## src/rtl/ffe_seq_controller.sv

```systemverilog
// FFE MAC sequencer: walks the tap read address once per sample period,
// strobes the delay-line shift and the accumulator store/clear, drains the
// last accumulation after load drops, and qualifies the stored output.
module ffe_seq_controller #(
    parameter int NUM_TAPS  = 4,
    parameter int ADDR_SIZE = $clog2(NUM_TAPS),
    parameter int CFG_W     = $clog2(NUM_TAPS + 1),
    parameter int STORE_LAT = 1
) (
    input  logic                 ffe_clk,
    input  logic                 rst,
    input  logic                 load,
    input  logic [CFG_W-1:0]     taps_cfg,
    output logic                 shift_en,
    output logic                 rd_en,
    output logic                 str_out_n_rst_add_reg,
    output logic [ADDR_SIZE-1:0] rd_addr,
    output logic                 out_valid,
    output logic                 busy
);

    localparam logic [1:0] ST_RESET   = 2'd0;
    localparam logic [1:0] ST_IDLE    = 2'd1;
    localparam logic [1:0] ST_COMPUTE = 2'd2;
    localparam logic [1:0] ST_DRAIN   = 2'd3;

    // Active tap count bounds: the store slot must fall inside the period.
    localparam logic [CFG_W-1:0] A_MAX  = CFG_W'(NUM_TAPS);
    localparam logic [CFG_W-1:0] A_MIN  = CFG_W'(STORE_LAT + 1);
    // Drain cycle that carries the final store (STORE_LAT is 0 or 1).
    localparam logic             D_LAST = (STORE_LAT != 0);

    logic [1:0]           state;
    logic [CFG_W-1:0]     a_cnt;
    logic                 drn_cnt;
    logic                 first_per;

    logic                 in_cmp;
    logic                 in_drn;
    logic                 last_cyc;
    logic [ADDR_SIZE-1:0] top_addr;
    logic [ADDR_SIZE-1:0] str_addr;
    logic [CFG_W-1:0]     a_new;

    // Clamp the requested tap count into [STORE_LAT+1, NUM_TAPS]; 0 means "all".
    always_comb begin
        a_new = taps_cfg;
        if (taps_cfg == '0 || taps_cfg > A_MAX)
            a_new = A_MAX;
        else if (taps_cfg < A_MIN)
            a_new = A_MIN;
    end

    // Address decode: period runs 0, A-1, ..., 1 so index k sits at addr A-k.
    always_comb begin
        top_addr = ADDR_SIZE'(a_cnt - CFG_W'(1));
        if (STORE_LAT == 0)
            str_addr = '0;
        else
            str_addr = ADDR_SIZE'(a_cnt - CFG_W'(STORE_LAT));
        // With A=1 every cycle closes a period; otherwise addr 1 is the last.
        last_cyc = (a_cnt == CFG_W'(1)) || (rd_addr == ADDR_SIZE'(1));
    end

    // Strobes are pure decodes of registered state so load never glitches them.
    always_comb begin
        in_cmp                = (state == ST_COMPUTE);
        in_drn                = (state == ST_DRAIN);
        busy                  = in_cmp | in_drn;
        rd_en                 = in_cmp;
        shift_en              = in_cmp && (rd_addr == '0);
        str_out_n_rst_add_reg = (in_cmp && (rd_addr == str_addr)) ||
                                (in_drn && (drn_cnt == D_LAST));
    end

    // Sequencer state, address walk, drain count and output qualification.
    always_ff @(posedge ffe_clk or negedge rst) begin
        if (!rst) begin
            state     <= ST_RESET;
            rd_addr   <= '0;
            a_cnt     <= '0;
            drn_cnt   <= 1'b0;
            first_per <= 1'b0;
            out_valid <= 1'b0;
        end else begin
            // The first store of a run only clears the accumulator.
            out_valid <= str_out_n_rst_add_reg && !first_per;
            if (str_out_n_rst_add_reg)
                first_per <= 1'b0;

            case (state)
                ST_RESET: begin
                    state   <= ST_IDLE;
                    rd_addr <= '0;
                    drn_cnt <= 1'b0;
                end
                ST_IDLE: begin
                    rd_addr <= '0;
                    drn_cnt <= 1'b0;
                    if (load) begin
                        state     <= ST_COMPUTE;
                        a_cnt     <= a_new;
                        first_per <= 1'b1;
                    end
                end
                ST_COMPUTE: begin
                    if (last_cyc && !load) begin
                        state   <= ST_DRAIN;
                        rd_addr <= '0;
                        drn_cnt <= 1'b0;
                    end else if (rd_addr == '0) begin
                        rd_addr <= top_addr;
                    end else begin
                        rd_addr <= rd_addr - ADDR_SIZE'(1);
                    end
                end
                ST_DRAIN: begin
                    if (drn_cnt == D_LAST)
                        state <= ST_IDLE;
                    else
                        drn_cnt <= drn_cnt + 1'b1;
                end
                default: begin
                    state   <= ST_RESET;
                    rd_addr <= '0;
                end
            endcase
        end
    end

endmodule
```

## config.mk

```make
export PLATFORM = sky130hd
export DESIGN_NAME = ffe_seq_controller
export DESIGN_NICKNAME = d
export VERILOG_FILES = /design/src/rtl/ffe_seq_controller.sv
export SDC_FILE = /design/constraint.sdc
export NUM_CORES = 1
export LEC_CHECK = 0
export ABC_AREA = 1
export CAP_MARGIN = 20
export CORE_MARGIN = 5
export CORE_UTILIZATION = 35
export DETAILED_ROUTE_END_ITERATION = 10
export GPL_TIMING_DRIVEN = 0
export HOLD_SLACK_MARGIN = 0.02
export RECOVER_POWER = 100
export SYNTH_ARGS = -nofsm -noshare
export SYNTH_HDL_FRONTEND = slang
export SYNTH_SLANG_ARGS = --single-unit
export TNS_END_PERCENT = 10
```

## constraint.sdc

```tcl
create_clock -name ffe_clk -period 2.2 [get_ports ffe_clk]
set_input_delay 0.66 -clock ffe_clk [delete_from_list [all_inputs] [get_ports ffe_clk]]
set_output_delay 0.66 -clock ffe_clk [all_outputs]
set_load 0.005 [all_outputs]
```

==> impl_results.rst, run 1 <==
.. list-table::
   :header-rows: 1

   * - Metric
     - Value
   * - Outcome
     - completed
   * - Endpoint class of the critical path
     - output port
   * - Number of vias after detailed routing
     - ~510
   * - Deepest level of the CTS H-tree
     - 1
   * - Hold slack
     - approximately 0.43 ns
   * - Synth Warn #
     - 0
   * - Critical path required time
     - 1.54 ns
   * - Worst slew margin relative to its limit
     - 68.6%
   * - Drt via density
     - approximately 4.7
   * - CTS buffer count
     - 3
   * - Latest clock arrival within the worst-skew pair
     - 0.26 ns
   * - Cells after Synth
     - 74
   * - Number of search-and-repair iterations in the first detailed-routing pass
     - 4
   * - DRC violation count after routing
     - 0
   * - Placement-stage worst setup slack
     - -0.146 ns
   * - Maximum number of pins on one net before global-route repair
     - 11
   * - CTS tree
     - yes
   * - Total wire length
     - 1140 µm
   * - Clock edge transition at the registers on the reported setup and hold paths
     - approximately 0.070 ns
   * - Hold violation count in the final report
     - 0
   * - Proportion of synthesized chip area in sequential cells
     - 42.4%
   * - Floorplan row count
     - 14
   * - Count of buffers from port buffering
     - 12
   * - Top achievable clock speed
     - 474 MHz
   * - Total global routing track utilization
     - 9.95%
   * - Violation count after the first detailed-route iteration
     - 14
   * - Clock Skews
     - just under 0.008 ns
   * - Layout fillers
     - 151
   * - Flip-flop and latch count after synthesis
     - 10
   * - Power density over the cells
     - 1410 nW/µm²
   * - Critical path fanouts, max
     - 4
   * - Max Slew Vio Count
     - 0
   * - Die width
     - 51.1 µm
   * - Core Region
     - roughly 1600 µm²
   * - Relative area change from synthesis to final layout
     - 35.6%
   * - Unrepaired setup endpoints after global routing
     - false
   * - Count of hold-fix buffers inserted at cts
     - 0
   * - Root buffer cell
     - sky130_fd_sc_hd__clkbuf_4
   * - Number of distinct library cells after synthesis
     - 19
   * - Number of buffers on the longest clock path
     - 2
   * - Number of antenna cells inserted
     - 0
   * - Post-Syn Nets
     - 84
   * - Antenna Nets Post-Route
     - 0
   * - Clock group share of total power
     - 14.6%
   * - Total congestion overflow after global routing
     - 0
   * - Final clock period utilization by the worst path
     - 95.8%
   * - Average routed wire per standard cell
     - roughly 10 µm
   * - Via count of the first global-routing pass
     - 440
   * - Antenna violations before repair
     - 0
   * - Layout cells sized above 1
     - 20.2%
   * - Area of the mapped netlist
     - a little under 600 µm²
   * - Sequential share of power
     - roughly 30%
   * - Worst min-delay path class
     - reg2reg
   * - Proportion of power drawn by combinational gates
     - 55.9%
   * - Post-detail-place hpwl
     - 875 µm
   * - Standby leakage power
     - 0.437 nW
   * - Die area
     - 2610 µm²
   * - Crit Path Class
     - reg2out
   * - Post-synthesis average cell area
     - 7.98 µm²
   * - Max IR drop VDD
     - 0.611 mV
   * - Time the worst path needs with I/O delays and setup
     - approximately 2.1 ns
   * - Starting utilization of the core area
     - 37.9%
   * - Post-layout worst setup margin
     - approximately 0.092 ns
   * - Sequence of cells on the critical path
     - inv_2 -> ha_1 -> clkdlybuf4s50_1
   * - Ports placed on the boundary
     - 13
   * - Die Height
     - ~51 µm
   * - Kind of start point of the critical path
     - flip-flop
   * - Internal power summed over all cells
     - 664 µW
   * - Number of sinks driven by the clock tree
     - 10
   * - Fraction of the core area covered by cells at the end of the flow
     - 51.4%
   * - Arrival time at the worst endpoint
     - 1.45 ns
   * - Count of endpoints failing setup in the final report
     - 0
   * - Worst path slowest cell
     - sky130_fd_sc_hd__clkdlybuf4s50_1
   * - Actual transition at the worst max-transition pin
     - 0.470 ns
   * - Crit-path max cell delay
     - 0.53 ns
   * - First-pass GRT wire length
     - 1840 µm
   * - Net switching share of the total power
     - 41.3%
   * - GP Congestion
     - 0.771
   * - Number of maximum-capacitance violations
     - 0
   * - Net switching component of the power
     - approximately 470 µW
   * - Count of nets after finishing
     - 105
## cell usage in the layout (no fill, tap or decap)
cell	instances
sky130_fd_sc_hd__a21oi_1	1
sky130_fd_sc_hd__a21oi_2	2
sky130_fd_sc_hd__buf_4	2
sky130_fd_sc_hd__clkbuf_1	3
sky130_fd_sc_hd__clkbuf_4	3
sky130_fd_sc_hd__clkbuf_8	1
sky130_fd_sc_hd__clkdlybuf4s50_1	4
sky130_fd_sc_hd__dfrtp_1	9
sky130_fd_sc_hd__dfrtp_2	1
sky130_fd_sc_hd__dlygate4sd2_1	1
sky130_fd_sc_hd__dlygate4sd3_1	5
sky130_fd_sc_hd__dlymetal6s2s_1	1
sky130_fd_sc_hd__ha_1	2
sky130_fd_sc_hd__ha_4	2
sky130_fd_sc_hd__inv_1	12
sky130_fd_sc_hd__inv_2	4
sky130_fd_sc_hd__nand2_1	20
sky130_fd_sc_hd__nand2_2	2
sky130_fd_sc_hd__nand2_4	1
sky130_fd_sc_hd__nand3_1	5
sky130_fd_sc_hd__nand3_2	1
sky130_fd_sc_hd__nand4_1	1
sky130_fd_sc_hd__nor2_1	3
sky130_fd_sc_hd__nor3_1	1
sky130_fd_sc_hd__o211ai_1	1
sky130_fd_sc_hd__o21ai_0	3
sky130_fd_sc_hd__o21ai_1	1
sky130_fd_sc_hd__o21bai_1	1
sky130_fd_sc_hd__o22ai_1	1
## sequential cells by signal (all words and copies together) (netlist names)
name,cells
rd_addr,2
drn_cnt,1
state,2
a_cnt,3
out_valid,1
first_per,1
## through the flow
stage | setup TNS (ns) | power (mW) | cells | area (µm²)
after floorplan | 0 | 0.735 | 74 | 591
after global placement | -0.124 | 0.938 | 102 | 731
after detailed placement | -0.146 | 0.938 | 102 | 731
after CTS | -0.0733 | 1.19 | 109 | 815
after global routing | 0 | 1.26 | 110 | 801
final | 0 | 1.13 | 110 | 801
## cell usage after synthesis
cell | count | area [µm²]
sky130_fd_sc_hd__a21oi_1 | 1 | 5.00
sky130_fd_sc_hd__o211ai_1 | 1 | 7.51
sky130_fd_sc_hd__nand2_4 | 2 | 22.5
sky130_fd_sc_hd__inv_1 | 14 | 52.6
sky130_fd_sc_hd__inv_2 | 2 | 7.51
sky130_fd_sc_hd__nand3_1 | 5 | 25.0
sky130_fd_sc_hd__o21bai_1 | 1 | 7.51
sky130_fd_sc_hd__nor2_1 | 3 | 11.3
sky130_fd_sc_hd__nand2_1 | 18 | 67.6
sky130_fd_sc_hd__nand3_2 | 1 | 10.0
sky130_fd_sc_hd__dfrtp_1 | 10 | 250
sky130_fd_sc_hd__nor3_1 | 1 | 5.00
sky130_fd_sc_hd__o21ai_0 | 3 | 15.0
sky130_fd_sc_hd__o22ai_1 | 1 | 6.26
sky130_fd_sc_hd__nand2_2 | 3 | 18.8
sky130_fd_sc_hd__a21oi_2 | 2 | 17.5
sky130_fd_sc_hd__o21ai_1 | 1 | 5.00
sky130_fd_sc_hd__ha_1 | 4 | 50.1
sky130_fd_sc_hd__nand4_1 | 1 | 6.26
## routing by layer
metal  part of all wire [%]  global-route usage (%)  vias to the layer above
li1                       -                       -                      278
met3                    5.1                    3.49                        0
met4                      0                    6.73                        0
met2                     47                    13.9                        9
met1                     48                    12.7                      226
met5                      0                       0                        -
## cell type report
type / instances / area [µm²] / area share (%)
repair buffers: 16 / 138 / 17.2
inverters: 16 / 60.1 / 7.50
multi-input cells: 48 / 295 / 36.9
well taps: 16 / 20.0 / 2.50
clock buffers: 4 / 36.3 / 4.53
flip-flops and latches: 10 / 251 / 31.4
## kinds of logic after synthesis
logic type / count (synthesis) / share of synthesized area [%]
compound gates: 10 / 10.8
fa+ha+maj: 4 / 8.47
buf+inv: 16 / 10.2
flops: 10 / 42.4
simple gates: 34 / 28.2
## worst paths after layout
| kind | start | end | slack [ns] | depth (start not counted) |
|---|---|---|---|---|
| setup / recovery | state[0] | rd_en | 0.09 | 3 |
| hold / removal | first_per | out_valid | 0.43 | 1 |
| setup reg to reg | state[0] | state[0] | 0.77 | 9 |
| hold reg to reg | first_per | out_valid | 0.43 | 1 |
| max in group asynchronous | rst | state[1] | 1.07 | 1 |
| min in group asynchronous | rst | drn_cnt | 0.78 | 1 |
## critical path, delay by kind of cell (launching register included)
| kind | cells | cell delay [ns] |
|---|---|---|
| buf+inv | 2 | 0.58 |
| flops | 1 | 0.39 |
| fa+ha+maj | 1 | 0.22 |
## power by group through the flow
stage	registers (mW)	logic [mW]	clock network, mW
6_report	0.335	0.632	0.165
5_1_grt	0.343	0.731	0.182
4_1_cts	0.335	0.676	0.175
3_5_place_dp	0.336	0.601	0
3_3_place_gp	0.335	0.603	0
2_1_floorplan	0.325	0.410	0
## repair_timing
| item | in CTS | in global routing |
|---|---|---|
| pin swaps | 1 | 3 |
| resized for setup | 7 | 6 |
| setup endpoints to repair | 4 | 2 |
| setup buffers | 3 | 1 |
(Power assumes the default switching activity.)
==> run 2, diff against run 1 <==
DONT_BUFFER_PORTS = 1   (was default)
==> impl_results.rst, run 2 (synthesis gave the netlist of run 1 again) <==
.. list-table::
   :header-rows: 1

   * - Metric
     - Value
   * - Outcome
     - completed
   * - Buf/Inv on CP
     - 0 (-2)
   * - Deepest level of the CTS H-tree
     - 1 (unchanged)
   * - Average routed wire per standard cell
     - 11.6 µm (+12%)
   * - Source of the worst register-to-register timing path
     - state[1]
   * - Drt via density
     - 4.77 (+2.2%)
   * - Top register by number of flip-flops
     - a_cnt
   * - Die Height
     - 51.1 µm (unchanged)
   * - Post-detail-place hpwl
     - 886 µm (+1.3%)
   * - Total congestion overflow after global routing
     - 0 (unchanged)
   * - Largest registers
     - a_cnt (3), rd_addr (2), state (2)
   * - Hold violation count in the final report
     - 0 (unchanged)
   * - GP Congestion
     - 0.748 (-3.0%)
   * - Relative area change from synthesis to final layout
     - 9.53%
   * - Power density over the cells
     - 1510 nW/µm² (+6.9%)
   * - Floorplan row count
     - 14 (unchanged)
   * - Buffers inserted by post-CTS timing repair
     - 0 (-3)
   * - Number of search-and-repair iterations in the first detailed-routing pass
     - 4 (unchanged)
   * - Clock edge transition at the registers on the reported setup and hold paths
     - 0.07 ns (about the same)
   * - Antenna Nets Post-Route
     - 0 (unchanged)
   * - Count of buffers from port buffering
     - 0 (-12)
   * - DRC violation count after routing
     - 0 (unchanged)
   * - Ports placed on the boundary
     - 13 (unchanged)
   * - Final setup TNS
     - 0 ns (unchanged)
   * - Max IR drop VDD
     - 0.552 mV (-9.7%)
   * - Clock Skews
     - 0.00305 ns (-0.00489 ns)
   * - Maximum number of pins on one net before global-route repair
     - 11 (unchanged)
   * - Latest clock arrival within the worst-skew pair
     - 0.26 ns (about the same)
   * - Via count of the first global-routing pass
     - 425 (-3.4%)
   * - Cell family contributing the most delay on the critical path
     - flip-flops
   * - Commonest non-fill, non-tap cell in the layout
     - sky130_fd_sc_hd__nand2_1
   * - Number of sinks driven by the clock tree
     - 10 (unchanged)
   * - Worst path slowest cell
     - sky130_fd_sc_hd__dfrtp_1
   * - Die width
     - 51.1 µm (unchanged)
   * - Max Slew Vio Count
     - 0 (unchanged)
   * - Number of flip-flops in the largest register
     - 3 (unchanged)
   * - Number of vias after detailed routing
     - 448 (-13%)
   * - Fraction of the core area covered by cells at the end of the flow
     - 41.5% (-9.9 points)
   * - Post-cts gate resize count
     - 0 (-7)
   * - Count of hold-fix buffers inserted at cts
     - 0 (unchanged)
   * - Core Region
     - 1560 µm² (unchanged)
   * - Total wire length
     - 1090 µm (-4.1%)
   * - Cell area reported after detailed placement
     - 611 µm² (-16%)
   * - Final clock period utilization by the worst path
     - 92.9% (-2.9 points)
   * - Number of buffers on the longest clock path
     - 2 (unchanged)
   * - Layout fillers
     - 156 (+3.3%)
   * - Total global routing track utilization
     - 9.84% (-0.11 points)
   * - Critical path fanouts, max
     - 3 (-1)
   * - Placement-stage worst setup slack
     - 0.299 ns (+0.446 ns)
   * - Number of antenna cells inserted
     - 0 (unchanged)
   * - Starting utilization of the core area
     - 37.9% (unchanged)
   * - First-pass GRT wire length
     - 1950 µm (+6.0%)
   * - Count of nets after finishing
     - 89 (-15%)
   * - Hold slack
     - 0.0845 ns (-0.346 ns)
   * - Violation count after the first detailed-route iteration
     - 5 (-9)
   * - Most frequent cells in the layout
     - sky130_fd_sc_hd__nand2_1 (21), sky130_fd_sc_hd__inv_1 (15), sky130_fd_sc_hd__dfrtp_1 (10)
   * - Count of endpoints failing setup in the final report
     - 0 (unchanged)
   * - Post-layout worst setup margin
     - 0.156 ns (+0.0632 ns)
   * - Layout cells sized above 1
     - 14.1% (-6.1 points)
   * - CTS tree
     - yes
   * - Antenna violations before repair
     - 0 (unchanged)
   * - Crit-path max cell delay
     - 0.40 ns (-0.13 ns)
   * - Timing startpoint of the critical path
     - a_cnt[0]
   * - Root buffer cell
     - sky130_fd_sc_hd__clkbuf_4
   * - Unrepaired setup endpoints after global routing
     - false
   * - Crit Path Class
     - reg2out
   * - Standby leakage power
     - 0.361 nW (-17%)
   * - Sequence of cells on the critical path
     - ha_1 -> a21oi_2 -> nand3_2 -> nand2_1
   * - Die area
     - 2610 µm² (unchanged)
   * - Non-Filler Cell Area, Final
     - 647 µm² (-19%)
   * - Arrival time at the worst endpoint
     - 1.38 ns (-0.07 ns)
   * - Critical path required time
     - 1.54 ns (about the same)
   * - Time the worst path needs with I/O delays and setup
     - 2.04 ns (-0.0632 ns)
   * - Number of maximum-capacitance violations
     - 0 (unchanged)
   * - Kind of start point of the critical path
     - flip-flop
   * - Top achievable clock speed
     - 489 MHz (+3.1%)
   * - Worst slew margin relative to its limit
     - 83.5% (+15 points)
   * - Endpoint class of the critical path
     - output port
   * - CTS buffer count
     - 3 (unchanged)
   * - Worst min-delay path class
     - in2async
   * - Actual transition at the worst max-transition pin
     - 0.245 ns (-0.224 ns)
==> run 2: changes by cell type in the layout (fill, tap and decap cells not counted), moves of 2 or more <==
cell	before	now
sky130_fd_sc_hd__dlygate4sd3_1	5	0
sky130_fd_sc_hd__clkdlybuf4s50_1	4	0
sky130_fd_sc_hd__clkbuf_1	3	0
sky130_fd_sc_hd__inv_1	12	15
sky130_fd_sc_hd__inv_2	4	1
sky130_fd_sc_hd__buf_4	2	0
==> run 2: per-layer routing <==
metal	wire, µm	up-vias	GRT usage, %	part of all wire [%]
met5	0	-	0	0
met4	10	0	5.38	0.92
met3	71	2	3.20	6.5
met2	497	7	14.8	46
met1	513	201	12.4	47
li1	-	238	-	-
==> run 2: area by class of cell <==
cell class                      instances  area (µm²)  share of cell area (%)
Clock buffer                            4        36.3                    5.61
Inverter                               16        60.1                    9.28
Multi-Input combinational cell         48         280                    43.3
Sequential cell                        10         250                    38.7
Tap cell                               16        20.0                    3.09
==> run 2: path summary, 6_finish.rpt <==
| kind | to | slack (ns) | depth (start not counted) |
|---|---|---|---|
| setup reg to reg | state[0] | 0.90 | 7 |
| hold / removal | drn_cnt | 0.08 | 0 |
| hold reg to reg | out_valid | 0.44 | 1 |
| setup / recovery | str_out_n_rst_add_reg | 0.16 | 4 |
| min in group ffe_clk | out_valid | 0.44 | 1 |
| max in group asynchronous | rd_addr[1] | 2.05 | 0 |
==> run 2: metrics by stage <==
stage / instances / total power [mW]
4_1_cts: 94 / 0.997
3_3_place_gp: 90 / 0.822
5_1_grt: 94 / 1.11
6_report: 94 / 0.977
3_5_place_dp: 90 / 0.827
2_1_floorplan: 74 / 0.735
==> run 2: power breakdown <==
part | internal, mW | switching (mW)
registers | 0.265 | 0.0781
logic | 0.182 | 0.286
clock network | 0.100 | 0.0647
total | 0.548 | 0.429
==> run 3, diff against run 2 <==
SETUP_SLACK_MARGIN = 0.15   (was default)
==> impl_results.rst, run 3 (synthesis gave the netlist of run 1 again) <==
.. list-table::
   :header-rows: 1

   * - Metric
     - Value
   * - Standby leakage power
     - 0.364 nW (+1.1%)
   * - Floorplan row count
     - 14 (unchanged)
   * - Arrival time at the worst endpoint
     - 1.33 ns (-0.05 ns)
   * - Count of nets after finishing
     - 91 (+2.2%)
   * - GP Congestion
     - 0.748 (unchanged)
   * - Total global routing track utilization
     - 10.2% (+0.37 points)
   * - Most frequent cells in the layout
     - sky130_fd_sc_hd__nand2_1 (18), sky130_fd_sc_hd__inv_1 (13), sky130_fd_sc_hd__dfrtp_1 (9)
   * - Critical path required time
     - 1.54 ns (about the same)
   * - Total congestion overflow after global routing
     - 0 (unchanged)
   * - Power density over the cells
     - 1550 nW/µm² (+2.5%)
   * - Root buffer cell
     - sky130_fd_sc_hd__clkbuf_4
   * - Actual transition at the worst max-transition pin
     - 0.245 ns (+0.0000172 ns)
   * - Met3 WL post-DR
     - 74 µm (+4.2%)
   * - Worst min-delay path class
     - in2async
   * - Outcome
     - completed
   * - Top register by number of flip-flops
     - a_cnt
   * - Clock Skews
     - 0.00379 ns (+0.000741 ns)
   * - Clock edge transition at the registers on the reported setup and hold paths
     - 0.07 ns (about the same)
   * - Endpoint class of the critical path
     - output port
   * - CTS tree
     - yes
   * - Number of search-and-repair iterations in the first detailed-routing pass
     - 4 (unchanged)
   * - Starting utilization of the core area
     - 37.9% (unchanged)
   * - Final setup TNS
     - 0 ns (unchanged)
   * - First-pass GRT wire length
     - 2020 µm (+3.5%)
   * - Layout cells sized above 1
     - 25.0% (+11 points)
   * - Maximum number of pins on one net before global-route repair
     - 11 (unchanged)
   * - Die area
     - 2610 µm² (unchanged)
   * - DR top layer
     - met4
   * - Largest registers
     - a_cnt (3), rd_addr (2), state (2)
   * - Count of buffers from port buffering
     - 0 (unchanged)
   * - Latest clock arrival within the worst-skew pair
     - 0.26 ns (about the same)
   * - Kind of start point of the critical path
     - flip-flop
   * - Met2 Routed Length
     - 512 µm (+3.0%)
   * - Violation count after the first detailed-route iteration
     - 6 (+1)
   * - Hold slack
     - 0.0803 ns (-0.00424 ns)
   * - DRC violation count after routing
     - 0 (unchanged)
   * - Non-Filler Instances
     - 96 (+2.1%)
   * - Unrepaired setup endpoints after global routing
     - true
   * - Number of buffers on the longest clock path
     - 2 (unchanged)
   * - Final clock period utilization by the worst path
     - 90.6% (-2.3 points)
   * - Number of placed instances with taps included
     - 90 (unchanged)
   * - Antenna Nets Post-Route
     - 0 (unchanged)
   * - Count of endpoints failing setup in the final report
     - 0 (unchanged)
   * - Number of flip-flops in the largest register
     - 3 (unchanged)
   * - Number of vias after detailed routing
     - 463 (+3.3%)
   * - Average routed wire per standard cell
     - 11.9 µm (+2.8%)
   * - Number of maximum-capacitance violations
     - 0 (unchanged)
   * - Max Slew Vio Count
     - 0 (unchanged)
   * - Relative area change from synthesis to final layout
     - 16.7%
   * - Die width
     - 51.1 µm (unchanged)
   * - Worst slew margin relative to its limit
     - 83.5% (about the same)
   * - Drt via density
     - 4.82 (+1.2%)
   * - Core Region
     - 1560 µm² (unchanged)
   * - Commonest non-fill, non-tap cell in the layout
     - sky130_fd_sc_hd__nand2_1
   * - Total wire length
     - 1150 µm (+4.9%)
   * - Critical path fanouts, max
     - 3 (unchanged)
   * - Number of antenna cells inserted
     - 0 (unchanged)
   * - Time the worst path needs with I/O delays and setup
     - 1.99 ns (-0.0503 ns)
   * - Hold violation count in the final report
     - 0 (unchanged)
   * - Number of sinks driven by the clock tree
     - 10 (unchanged)
   * - Ports placed on the boundary
     - 13 (unchanged)
   * - Via count of the first global-routing pass
     - 438 (+3.1%)
   * - Max IR drop VDD
     - 0.590 mV (+6.9%)
   * - Post-detail-place hpwl
     - 886 µm (unchanged)
   * - Deepest level of the CTS H-tree
     - 1 (unchanged)
   * - CTS buffer count
     - 3 (unchanged)
   * - Top achievable clock speed
     - 502 MHz (+2.5%)
   * - Crit Path Class
     - reg2out
   * - Antenna violations before repair
     - 0 (unchanged)
   * - Die Height
     - 51.1 µm (unchanged)
   * - Count of hold-fix buffers inserted at cts
     - 0 (unchanged)
   * - DRT met1 WL
     - 541 µm (+5.5%)
-- run 3: changes by cell type in the layout (fill, tap and decap cells not counted), moves of 2 or more --
cell	previous run	this run
sky130_fd_sc_hd__inv_1	15	13
sky130_fd_sc_hd__nand2_2	1	3
sky130_fd_sc_hd__nand2_1	21	18
sky130_fd_sc_hd__inv_2	1	3
sky130_fd_sc_hd__nor2_1	3	1
-- run 3: worst max-delay path, stage by stage, from the launching register on --
cell and delay [ns]:
sky130_fd_sc_hd__dfrtp_1 0.42, sky130_fd_sc_hd__ha_4 0.31, sky130_fd_sc_hd__nor2_4 0.03, sky130_fd_sc_hd__nor2_2 0.09
sky130_fd_sc_hd__nand3_1 0.12, sky130_fd_sc_hd__nand2_2 0.10
-- run 3: timing repair --
item                       in CTS  in global routing
pin swaps                       0                  5
setup endpoints to repair       2                  1
gates resized for setup         3                  7
setup buffers                   1                  1
-- run 3: stage by stage --
step	utilization (%)	power [mW]	cell area (µm²)	setup slack [ns]
6_report	44.2	1.07	689	0.206
5_1_grt	44.2	1.19	689	0.106
4_1_cts	43.6	1.06	679	0.179
3_5_place_dp	39.2	0.827	611	0.299
3_3_place_gp	39.2	0.822	611	0.310
2_1_floorplan	-	0.735	591	0.457
-- run 3: path summary, 6_finish.rpt --
| path | start | slack, ns | cells after the start | end |
|---|---|---|---|---|
| worst max-delay path | a_cnt[0] | 0.21 | 5 | str_out_n_rst_add_reg |
| max in group asynchronous | rst | 2.04 | 0 | state[1] |
| min in group ffe_clk | first_per | 0.44 | 1 | out_valid |
| worst min register to register | first_per | 0.44 | 1 | out_valid |
| worst max register to register | state[0] | 0.82 | 8 | state[0] |
| worst min-delay path | rst | 0.08 | 0 | drn_cnt |
-- run 3: routing by layer --
| layer | vias to the layer above | global-route usage, % |
|---|---|---|
| met5 | - | 0 |
| met4 | 0 | 5.38 |
| met3 | 4 | 3.20 |
| met2 | 9 | 15.2 |
| met1 | 206 | 13.1 |
| li1 | 244 | - |
-- run 3: cell type report --
class	instances	area (µm²)
Inverter	16	60.1
Multi-Input combinational cell	48	310
Fill cell	156	870
Timing Repair Buffer	2	11.3
Sequential cell	10	251
Clock buffer	4	36.3
Tap cell	16	20.0
-- run 3: power by group --
group | internal, mW | switching [mW] | total, mW
registers | 0.267 | 0.0793 | 0.346
clock network | 0.100 | 0.0670 | 0.167
logic | 0.230 | 0.324 | 0.554
